## src/rtl/muldiv_ctrl.sv

```systemverilog
// muldiv_ctrl: issues one HI/LO-class operation at a time to the shared Mult/Div
// datapaths, waits for the selected unit and commits results into HI/LO.

module muldiv_ctrl_chk (
    input logic Clock,
    input logic Reset,
    input logic Ready,
    input logic Busy,
    input logic MultStart,
    input logic DivStart,
    input logic Done,
    input logic DivZero,
    input logic Timeout
);

    a_busy_inv: assert property (@(posedge Clock) disable iff (Reset) Busy == !Ready);
    a_start_excl: assert property (@(posedge Clock) disable iff (Reset) !(MultStart && DivStart));
    a_pulse_excl: assert property (@(posedge Clock) disable iff (Reset)
        $onehot0({Done, DivZero, Timeout}));
    a_mstart_one: assert property (@(posedge Clock) disable iff (Reset) MultStart |=> !MultStart);
    a_dstart_one: assert property (@(posedge Clock) disable iff (Reset) DivStart |=> !DivStart);

endmodule

module muldiv_ctrl #(
    parameter int unsigned TIMEOUT = 40,
    parameter int unsigned CNT_W   = 6
) (
    input  logic        Clock,
    input  logic        Reset,
    input  logic        OpValid,
    input  logic [1:0]  OpCode,
    input  logic [31:0] RsVal,
    input  logic [31:0] RtVal,
    output logic        Ready,
    output logic        Busy,
    output logic        MultStart,
    output logic        DivStart,
    output logic [31:0] OpA,
    output logic [31:0] OpB,
    input  logic        MultStop,
    input  logic [31:0] MultHi,
    input  logic [31:0] MultLo,
    input  logic        DivStop,
    input  logic [31:0] DivHi,
    input  logic [31:0] DivLo,
    output logic [31:0] HI,
    output logic [31:0] LO,
    output logic        Done,
    output logic        DivZero,
    output logic        Timeout
);

    typedef enum logic [2:0] {
        ST_IDLE   = 3'd0,
        ST_LAUNCH = 3'd1,
        ST_WAIT   = 3'd2,
        ST_COMMIT = 3'd3,
        ST_ERR    = 3'd4
    } state_e;

    localparam logic [1:0] OP_MULT = 2'b00;
    localparam logic [1:0] OP_DIV  = 2'b01;
    localparam logic [1:0] OP_MTHI = 2'b10;
    localparam logic [1:0] OP_MTLO = 2'b11;

    localparam logic [CNT_W-1:0] CNT_LAST = CNT_W'(TIMEOUT - 1);
    localparam logic [CNT_W-1:0] CNT_ONE  = CNT_W'(1);
    localparam logic [CNT_W-1:0] CNT_ZERO = CNT_W'(0);

    state_e           state_q, state_d;
    logic [1:0]       op_q, op_d;
    logic [31:0]      opa_q, opa_d;
    logic [31:0]      opb_q, opb_d;
    logic [31:0]      hi_q, hi_d;
    logic [31:0]      lo_q, lo_d;
    logic [CNT_W-1:0] cnt_q, cnt_d;
    logic             ready_q, ready_d;
    logic             mult_start_q, mult_start_d;
    logic             div_start_q, div_start_d;
    logic             done_q, done_d;
    logic             div_zero_q, div_zero_d;
    logic             timeout_q, timeout_d;

    logic             sel_stop_s;
    logic [31:0]      sel_hi_s;
    logic [31:0]      sel_lo_s;

    // Route only the launched unit's completion flag and results into the WAIT logic.
    always_comb begin
        if (op_q == OP_MULT) begin
            sel_stop_s = MultStop;
            sel_hi_s   = MultHi;
            sel_lo_s   = MultLo;
        end else begin
            sel_stop_s = DivStop;
            sel_hi_s   = DivHi;
            sel_lo_s   = DivLo;
        end
    end

    // Next-state, datapath and pulse computation; pulses are raised on the edge
    // entering the state that owns them so they appear registered.
    always_comb begin
        state_d      = state_q;
        op_d         = op_q;
        opa_d        = opa_q;
        opb_d        = opb_q;
        hi_d         = hi_q;
        lo_d         = lo_q;
        cnt_d        = cnt_q;
        mult_start_d = 1'b0;
        div_start_d  = 1'b0;
        done_d       = 1'b0;
        div_zero_d   = 1'b0;
        timeout_d    = 1'b0;

        case (state_q)
            ST_IDLE: begin
                if (OpValid) begin
                    op_d  = OpCode;
                    opa_d = RsVal;
                    opb_d = RtVal;
                    case (OpCode)
                        OP_MULT: begin
                            state_d      = ST_LAUNCH;
                            mult_start_d = 1'b1;
                        end
                        OP_DIV: begin
                            if (RtVal != 32'd0) begin
                                state_d     = ST_LAUNCH;
                                div_start_d = 1'b1;
                            end else begin
                                state_d    = ST_ERR;
                                div_zero_d = 1'b1;
                            end
                        end
                        OP_MTHI: begin
                            hi_d    = RsVal;
                            state_d = ST_COMMIT;
                            done_d  = 1'b1;
                        end
                        OP_MTLO: begin
                            lo_d    = RsVal;
                            state_d = ST_COMMIT;
                            done_d  = 1'b1;
                        end
                        default: begin
                            state_d = ST_IDLE;
                        end
                    endcase
                end else begin
                    state_d = ST_IDLE;
                end
            end
            ST_LAUNCH: begin
                cnt_d   = CNT_ZERO;
                state_d = ST_WAIT;
            end
            ST_WAIT: begin
                cnt_d = cnt_q + CNT_ONE;
                // A stop landing on the final watchdog cycle still commits.
                if (sel_stop_s) begin
                    hi_d    = sel_hi_s;
                    lo_d    = sel_lo_s;
                    state_d = ST_COMMIT;
                    done_d  = 1'b1;
                end else if (cnt_q == CNT_LAST) begin
                    state_d   = ST_IDLE;
                    timeout_d = 1'b1;
                end else begin
                    state_d = ST_WAIT;
                end
            end
            ST_COMMIT: begin
                state_d = ST_IDLE;
            end
            ST_ERR: begin
                state_d = ST_IDLE;
            end
            default: begin
                state_d = ST_IDLE;
            end
        endcase
    end

    // Ready is registered from the next state so it is valid from the edge on.
    always_comb begin
        ready_d = (state_d == ST_IDLE);
    end

    // State and architectural register update with synchronous reset.
    always_ff @(posedge Clock) begin
        if (Reset) begin
            state_q      <= ST_IDLE;
            op_q         <= 2'b00;
            opa_q        <= 32'd0;
            opb_q        <= 32'd0;
            hi_q         <= 32'd0;
            lo_q         <= 32'd0;
            cnt_q        <= CNT_ZERO;
            ready_q      <= 1'b1;
            mult_start_q <= 1'b0;
            div_start_q  <= 1'b0;
            done_q       <= 1'b0;
            div_zero_q   <= 1'b0;
            timeout_q    <= 1'b0;
        end else begin
            state_q      <= state_d;
            op_q         <= op_d;
            opa_q        <= opa_d;
            opb_q        <= opb_d;
            hi_q         <= hi_d;
            lo_q         <= lo_d;
            cnt_q        <= cnt_d;
            ready_q      <= ready_d;
            mult_start_q <= mult_start_d;
            div_start_q  <= div_start_d;
            done_q       <= done_d;
            div_zero_q   <= div_zero_d;
            timeout_q    <= timeout_d;
        end
    end

    assign Ready     = ready_q;
    assign Busy      = ~ready_q;
    assign MultStart = mult_start_q;
    assign DivStart  = div_start_q;
    assign OpA       = opa_q;
    assign OpB       = opb_q;
    assign HI        = hi_q;
    assign LO        = lo_q;
    assign Done      = done_q;
    assign DivZero   = div_zero_q;
    assign Timeout   = timeout_q;

    muldiv_ctrl_chk u_chk (
        .Clock     (Clock),
        .Reset     (Reset),
        .Ready     (ready_q),
        .Busy      (Busy),
        .MultStart (mult_start_q),
        .DivStart  (div_start_q),
        .Done      (done_q),
        .DivZero   (div_zero_q),
        .Timeout   (timeout_q)
    );

endmodule

```

## config.mk

```make
export PLATFORM = sky130hd
export DESIGN_NAME = muldiv_ctrl
export DESIGN_NICKNAME = d
export VERILOG_FILES = /design/src/rtl/muldiv_ctrl.sv
export SDC_FILE = /design/constraint.sdc
export NUM_CORES = 1
export LEC_CHECK = 0
export ABC_AREA = 1
export BUFFER_PORTS_ARGS = -buffer_cell sky130_fd_sc_hd__buf_2
export CORE_ASPECT_RATIO = 1.2
export CORE_UTILIZATION = 30
export CTS_BUF_LIST = sky130_fd_sc_hd__clkbuf_8
export DETAILED_ROUTE_END_ITERATION = 12
export PLACE_DENSITY_LB_ADDON = 0.15
export SLEW_MARGIN = 30
export SYNTH_ARGS = -nofsm -noshare
export SYNTH_HDL_FRONTEND = slang
export SYNTH_SLANG_ARGS = --single-unit
```

## constraint.sdc

```tcl
create_clock -name Clock -period 1.5 [get_ports Clock]
set_input_delay 0.45 -clock Clock [delete_from_list [all_inputs] [get_ports Clock]]
set_output_delay 0.45 -clock Clock [all_outputs]
set_load 0.05 [all_outputs]
```

==> After elaboration in Yosys (flattened, before gate mapping) <==
Index checks and enable logic that the tools add are counted.
{ "op_classes": {"eq_ne": 10, "div": 0, "n_reduce_logical": 14, "n_lt_le_gt_ge": 0, "multipliers": 0, "shifts": 0, "add_sub_neg": 1, "n_bitwise": 5, "muxes": 26} }
{ "ops": {"columns": ["operator", "count"], "rows": [
  ["2-to-1 mux 32 bit", 8],
  ["one-hot mux 32 bit (2 select lines)", 2],
  ["nonzero test 32 bit", 1],
  ["one-hot mux 3 bit (3 select lines)", 2],
  ["one-hot mux 6 bit (2 select lines)", 1],
  ["2-to-1 mux 1 bit", 8],
  ["AND reduction 4 bit", 2],
  ["adder 6 x 1 -> 6 bit (second input constant)", 1],
  ["== test 6 bit (second input constant)", 1],
  ["zero test 3 bit", 2],
  ["2-to-1 mux 3 bit", 2],
  ["OR reduction 3 bit", 2],
  ["inverter 1 bit", 5],
  ["== test 2 bit (second input constant)", 2],
  ["zero test 2 bit", 2],
  ["2-to-1 mux 2 bit", 2],
  ["inequality test 2 x 1 -> 1 bit (second input constant)", 2],
  ["inequality test 2 bit (second input constant)", 2],
  ["nonzero test 2 bit", 2],
  ["OR reduction 4 bit", 1],
  ["== test 3 x 1 -> 1 bit (second input constant)", 1],
  ["== test 3 x 2 -> 1 bit (second input constant)", 1],
  ["== test 2 x 1 -> 1 bit (second input constant)", 1],
  ["one-hot mux 1 bit (2 select lines)", 1],
  ["other kinds (2)", 2]
]} }
{ "word_totals": {"latchBits": 0, "mem_bits_rw": 0, "regBits": 145, "mem_bits_ro": 0, "mem_count": 0} }

==> Longest topological paths before layout <==
Gate-level depths: netlist of the first run.
{ "depth": {"ltp_word": 6, "depth_mapped": 9} }

==> Least setup slack after synthesis of the first run <==
No wires, ideal clock.
{ "synth_path": {"path_type": "reg-to-output", "start": "register ready_q (netlist: Ready)", "end": "output Busy", "required_ns": 1.050, "path_stages_with_launch": 2, "n_path_buf": 0, "t_arrival_ns": 0.956, "path_slack_ns": 0.094, "cell_sequence": "dfxtp_1 -> inv_1"} }
{ "synth_via": {"elab_chain_cells": 1} }
{ "synth_rtl": {"columns": ["element", "line", "source"], "rows": [
  ["start: declaration", "78", "logic ready_q, ready_d;"],
  ["start signal: assignment", "216", "ready_q <= ready_d;"],
  ["inverter 1 bit", "226", "assign Busy = ~ready_q;"],
  ["end: declaration", "36", "output logic Busy,"]
]} }
Every way passes these cells.

==> Worst setup path after layout of the first run <==
{ "layout_path": {"start": "register op_q[1]", "end": "register hi_q[19] (netlist: HI[19])"} }
{ "layout_via": {"elab_chain_cells": 4} }
{ "layout_rtl": {"columns": ["element", "line", "source"], "rows": [
  ["start: declaration", "72", "logic [1:0] op_q, op_d;"],
  ["start signal: assignment", "210", "op_q <= op_d;"],
  ["zero test 2 bit *", "91", "if (op_q == OP_MULT) begin"],
  ["2-to-1 mux 1 bit or 2-to-1 mux 32 bit (tied branches)", "91", null],
  ["inequality test 2 bit (no line) or 2-to-1 mux 32 bit (tied branches)", null, null],
  ["AND reduction 4 bit (no line) or one-hot mux 32 bit (2 select lines) (tied branches)", null, null],
  ["end signal: assignment", "213", "hi_q <= hi_d;"],
  ["end: declaration", "75", "logic [31:0] hi_q, hi_d;"]
]} }
Mark *: on every way between the ends. The rest lies on a longest branch, timed or not. The select of a mux whose other input is x is not followed.
A chain may end at the register's enable or synchronous reset.

==> results of run 1 <==
## registers in the layout, indices dropped and copies added, names as in the netlist
register and cells:
DivStart 1, MultStart 1, HI 32, Ready 1
LO 32, Done 1, OpA 32, state_q 3
cnt_q 6, op_q 2, DivZero 1, Timeout 1
OpB 32
## worst reg2reg max path, cell delays in order (launching register included)
cell and delay, ns:
dfxtp_2 0.34, nor2_4 0.18, buf_6 0.15, buf_12 0.14
inv_16 0.06, buf_12 0.15, buf_8 0.13, nor2_2 0.09
o22ai_2 0.07, nor2_2 0.11, nor2_1 0.05
## cells in the final DEF, fill, tap and decap left out, types with 3 or more instances in the layout
cell type / count
a211oi_1: 3
a21oi_1: 41
buf_12: 24
buf_16: 6
buf_2: 198
buf_4: 121
buf_6: 49
buf_8: 6
bufinv_16: 5
clkbuf_16: 17
clkbuf_8: 18
clkinv_2: 4
dfxtp_1: 133
dfxtp_2: 11
diode_2: 4
inv_1: 103
nand2_1: 110
nand2_2: 34
nand2_4: 14
nand3_1: 5
nor2_1: 194
nor2_2: 65
nor2_4: 31
o21ai_0: 125
o21ai_1: 6
o21ai_4: 3
o22ai_1: 33
o22ai_2: 31
## synth_stat cells (all sizes together)
master  count
a21oi      41
ha          1
nor4        1
a211oi      3
inv       106
nand2     158
dfxtp     145
o211ai      3
clkbuf     37
o21ai     134
buf        31
nand3       7
o22ai      64
nor3        3
nor2      290
or2         1
## routing by layer
layer  up-vias  wire (um)  global-route usage [%]
met5         -          0                       0
met4         0        883                    7.26
met3        54       1930                    5.83
met2       316      15100                    37.8
met1      3795      12300                    24.4
li1       4026          -                       -
## cell type report
class                      count  area, um^2  area share [%]
antenna                        4        10.0          0.0854
clock buffer                  18         248            2.11
clock inverter                14         211            1.80
inverter                     106         428            3.65
multi-input combinational    706        3940            33.6
sequential                   145        2920            24.9
tap                          279         349            2.98
timing repair buffer         422        3620            30.9
## worst paths after layout
path              startpoint        end  slack, ns  cells past startpoint
setup / recovery     op_q[1]     HI[19]      -0.05                     10
hold / removal     OpCode[0]  MultStart       0.23                      2
setup reg to reg     op_q[1]     HI[19]      -0.05                     10
hold reg to reg     cnt_q[5]   cnt_q[5]       0.48                      2
## power by group through the flow
stage          logic (mW)  clock network (mW)  registers [mW]
4_1_cts              7.47                3.71            4.86
3_5_place_dp         6.58                   0            4.89
2_1_floorplan        2.47                   0            7.03
5_1_grt              9.86                3.88            4.97
6_report             9.34                3.63            4.90
3_3_place_gp         6.56                   0            4.88
## per-stage QoR
step                      hold slack (ns)  setup TNS, ns  worst slack [ns]  util [%]  instance area [um^2]
after detailed placement            0.470          -8.18            -0.156      40.5                  9070
after global routing                0.212          -4.20            -0.111      52.4                 11700
after CTS                           0.212          -1.26           -0.0778      45.7                 10200
after global placement              0.461          -5.23            -0.116      40.5                  9070
after floorplan                     0.447              0            0.0936         -                  6820
final                               0.235         -0.651           -0.0513      52.4                 11700
## what timing repair did
action,4_1_cts,5_1_grt
endpoints found under the hold margin,0,0
setup endpoints to repair,198,136
gates cloned,5,22
gates resized for setup,185,275
setup buffers,5,11
pin swaps,13,58
## logic make-up (layout without fill, tap and decap cells)
group | count (synthesis) | count (layout) | synth area share [%]
adder cells (fa/ha/maj) | 1 | 1 | 0.184
AND/OR/NAND/NOR | 460 | 460 | 25.9
other | 0 | 4 | 0
AO/OA/AOI/OAI | 245 | 245 | 19.9
flip-flops | 145 | 145 | 42.6
buffers and inverters | 174 | 560 | 11.5
==> reports/metrics.cfg, run 1 <==
[setup_path]
worstPathArrival_ns=1.90
critPathMaxFanout=7
crit_type=register to register
slowest_delay_ns=0.34
cp-end-kind=register
crit_chain=nor2_4 > buf_6 > buf_12 > inv_16 > buf_12 > buf_8 > nor2_2 > o22ai_2 > nor2_2 > nor2_1
critPathTopFamily=buffers and inverters
critPathBufInv=5
critPathLaunchType=register
required_ns=1.85
slowest_stage=dfxtp_2

[clocking]
cts_buffer_depth=2
clock_latency_ns=0.45
ctsRootBufferMaster=clkbuf_8
clk_pin_slew_ns=0.08
cts_num_sinks=145
htreeDepth=4
cts_buffers=17
tritoncts=done
cts_hold_buf=0

[final_layout]
instances_no_fill=1694
n_fill_cell=2191
drive_above_1_share_pct=46.4
layout.nets=1598
syn2layout_area_growth_pct=72.0

[timing]
slew_viol_final=0
rsz0062_at_grt=yes
max_slew_margin_pct=80.5
max_freq_ghz=0.645
finalHoldViolCount=0
period_needed_ns=1.55
fin_crit_sh_pct=103
setup_viol=37
tightest_slew_ns=0.291
finalWorstSetupSlack_ns=-0.0513
skew_ns=0.0123

[power]
internal-power_mw=10.1
p_leak_nw=5.61
ir_drop_mv=0.627
pwr-share-seq_pct=27.4
power_density_nw_per_um2=1520
pwr-share-comb_pct=52.3
clkPwrFrac_pct=20.3
p_switching_mw=7.73
switching_share_pct=43.3
power.total_mw=17.9

[yosys]
synth_cells=1025
ys_types=26
ys_seq_area_share_pct=42.6
synthesis.area_um2=6820
yosys-top-cells-area=dfxtp_1, nor2_1, o21ai_0, nand2_1, o22ai_1
ys_ff_latch=145
syn_avg_cell_area_um2=6.65
yosys_warnings=0
synth_top_area_cell=dfxtp_1
synth.top_cell.area_share_pct=42.6
syn_nets=1225

[grt]
grt_use_total_pct=21.3
grt_overflow=0
grt_max_degree=63
antenna_found_initial=4
grt_first_pass_wirelength_um=38700
grt_pass1_vias=7229

[routing]
wl_per_cell_um=17.8
drc_errors=0
num_vias=8191
drt_iter0_markers=370
firstDrtPassIters=5
vias_per_cell=4.84
postRouteWirelength_um=30100
antenna_left=0

[floorplan]
core-area_um2=22400
dieWidth_um=140
rows=60
die_h_um=167
die-area_um2=23300
ioPinCount=334
start_util_pct=30.5

[status]
violations=setup timing
status=finished with violations

[placement]
port-buffer-count=333
dp_hpwl_um=17500
placedCellCount=1618
gp_congestion=0.793

[min_path]
hold_class=primary input to register

[job]
max_cap_violations=0

No activity file was read; power rests on OpenSTA's default activity.
==> run 2, diff against run 1 <==
Settings changed: SKIP_LAST_GASP set to 1.
==> run 2 against run 1 <==
  * The flow still finishes with violations (setup timing)
  * Setup slack got worse by 0.0073 ns
  * Final cell count decreased by 1.2%
  * Worst hold slack got worse by 0.015 ns
  * Flip-flop and latch count unchanged
  * Sequential power about the same
  * Clock power about the same
  * Non-clock buffer count decreased by 19
  * Global-route usage about the same
  * Via count decreased by 3.0%
  * Total power decreased by 7.2%
  * Routed wire length decreased by 9.2%
  * Combinational power decreased by 13%
  * Critical path type unchanged
  * Largest cell class unchanged
  * Largest power group unchanged
==> reports/metrics.cfg, run 2 (same netlist as run 1, synthesis figures left out) <==
[status]
status=finished with violations
violations=setup timing

[clocking]
htreeDepth=4
tritoncts=done
cts_buffers=17
cts_num_sinks=145
ctsRootBufferMaster=clkbuf_8
cts_buffer_depth=2
clk_pin_slew_ns=0.08
clock_latency_ns=0.44

[placement]
placedCellCount=1618
port-buffer-count=333
gp_congestion=0.793
pre_cts_slack_ns=-0.156
dp_hpwl_um=17500

[setup_path]
cp-end-kind=register
critPathLaunchType=register
worstPathArrival_ns=1.90
critPathMaxFanout=24
crit_type=register to register
required_ns=1.84

[timing]
finalSetupTns_ns=-0.516
max_slew_margin_pct=70.7
max_freq_ghz=0.642
finalHoldViolCount=0
setup_viol=29
skew_ns=0.0123
finalWorstSetupSlack_ns=-0.0585
period_needed_ns=1.56
rsz0062_at_grt=yes
tightest_slew_ns=0.435
fin_crit_sh_pct=104
slew_viol_final=0

[floorplan]
core-area_um2=22400
start_util_pct=30.5
ioPinCount=334
rows=60
die_h_um=167
dieWidth_um=140
die-area_um2=23300

[grt]
grt_overflow=0
grt_max_degree=63
grt_first_pass_wirelength_um=38600
grt_pass1_vias=7210
antenna_found_initial=3
grt_use_total_pct=21.2

[routing]
postRouteWirelength_um=27400
drc_errors=0
num_vias=7949
wl_per_cell_um=16.3
firstDrtPassIters=7
drt_iter0_markers=360
antenna_left=0
vias_per_cell=4.75

[power]
p_leak_nw=5.36
ir_drop_mv=0.621
power.total_mw=16.6
power_density_nw_per_um2=1530

[min_path]
hold_class=primary input to register

[job]
max_cap_violations=0

[final_layout]
instances_no_fill=1674
final_cell_mix=nor2_1, buf_2, nand2_1
syn2layout_area_growth_pct=58.6
n_fill_cell=2280
final_common_cell=nor2_1
layout.nets=1579
drive_above_1_share_pct=36.9

## run 2: changes by cell type in the layout (fill, tap and decap cells not counted), moves of 15 or more
cell and delta:
nand2_1 +44, nand2_2 -32, nor2_1 +55, nor2_2 -40, nor2_4 -15, o22ai_1 +22, o22ai_2 -22
## run 2: timing repair
item,4_1_cts,5_1_grt
setup buffers,5,5
resized for setup,180,106
hold buffers,0,0
pin swaps,9,37
gates cloned,5,8
endpoints found under the setup margin,198,135
## run 2: area by class of cell
cell class / instances / area [um^2] / area share, %
flip-flops and latches: 145 / 2920 / 27.0
inverters: 106 / 414 / 3.83
repair buffers: 403 / 3270 / 30.2
diodes: 3 / 7.51 / 0.0694
clock buffers: 18 / 248 / 2.29
multi-input cells: 706 / 3390 / 31.3
well taps: 279 / 349 / 3.23
clock inverters: 14 / 211 / 1.96
## run 2: power by group
| part | switching [mW] | internal, mW |
|---|---|---|
| sequential | 0.388 | 4.51 |
| combinational | 5.09 | 2.99 |
| clock | 1.58 | 2.03 |
## run 2: per-layer routing
metal  GRT usage (%)  routed length [um]  vias up
met5               0                   0        -
met4            7.31                 592        0
met3            5.78                1880       37
met2            37.6               13700      285
met1            24.5               11200     3642
li1                -                   -     3985
## run 2: worst max-delay path, stage by stage (launching register included)
cell and delay [ns]:
dfxtp_2 0.35, nor2_4 0.06, buf_6 0.13, buf_4 0.21, o21ai_0 0.40, o22ai_2 0.15, nor2_1 0.11, nor2_1 0.05
## run 2: final timing paths
kind / startpoint / end / slack [ns] / cells after the start
setup / recovery: op_q[1] / HI[21] / -0.06 / 7
setup reg to reg: op_q[1] / HI[21] / -0.06 / 7
hold / removal: OpCode[0] / MultStart / 0.22 / 2
hold reg to reg: cnt_q[5] / cnt_q[5] / 0.48 / 2
## run 2: per-stage QoR
step | cell area [um^2] | util (%) | hold WS (ns)
after floorplan | 6820 | - | 0.447
after global placement | 9070 | 40.5 | 0.461
after detailed placement | 9070 | 40.5 | 0.470
after CTS | 10200 | 45.6 | 0.191
after global routing | 10800 | 48.3 | 0.194
final | 10800 | 48.3 | 0.220
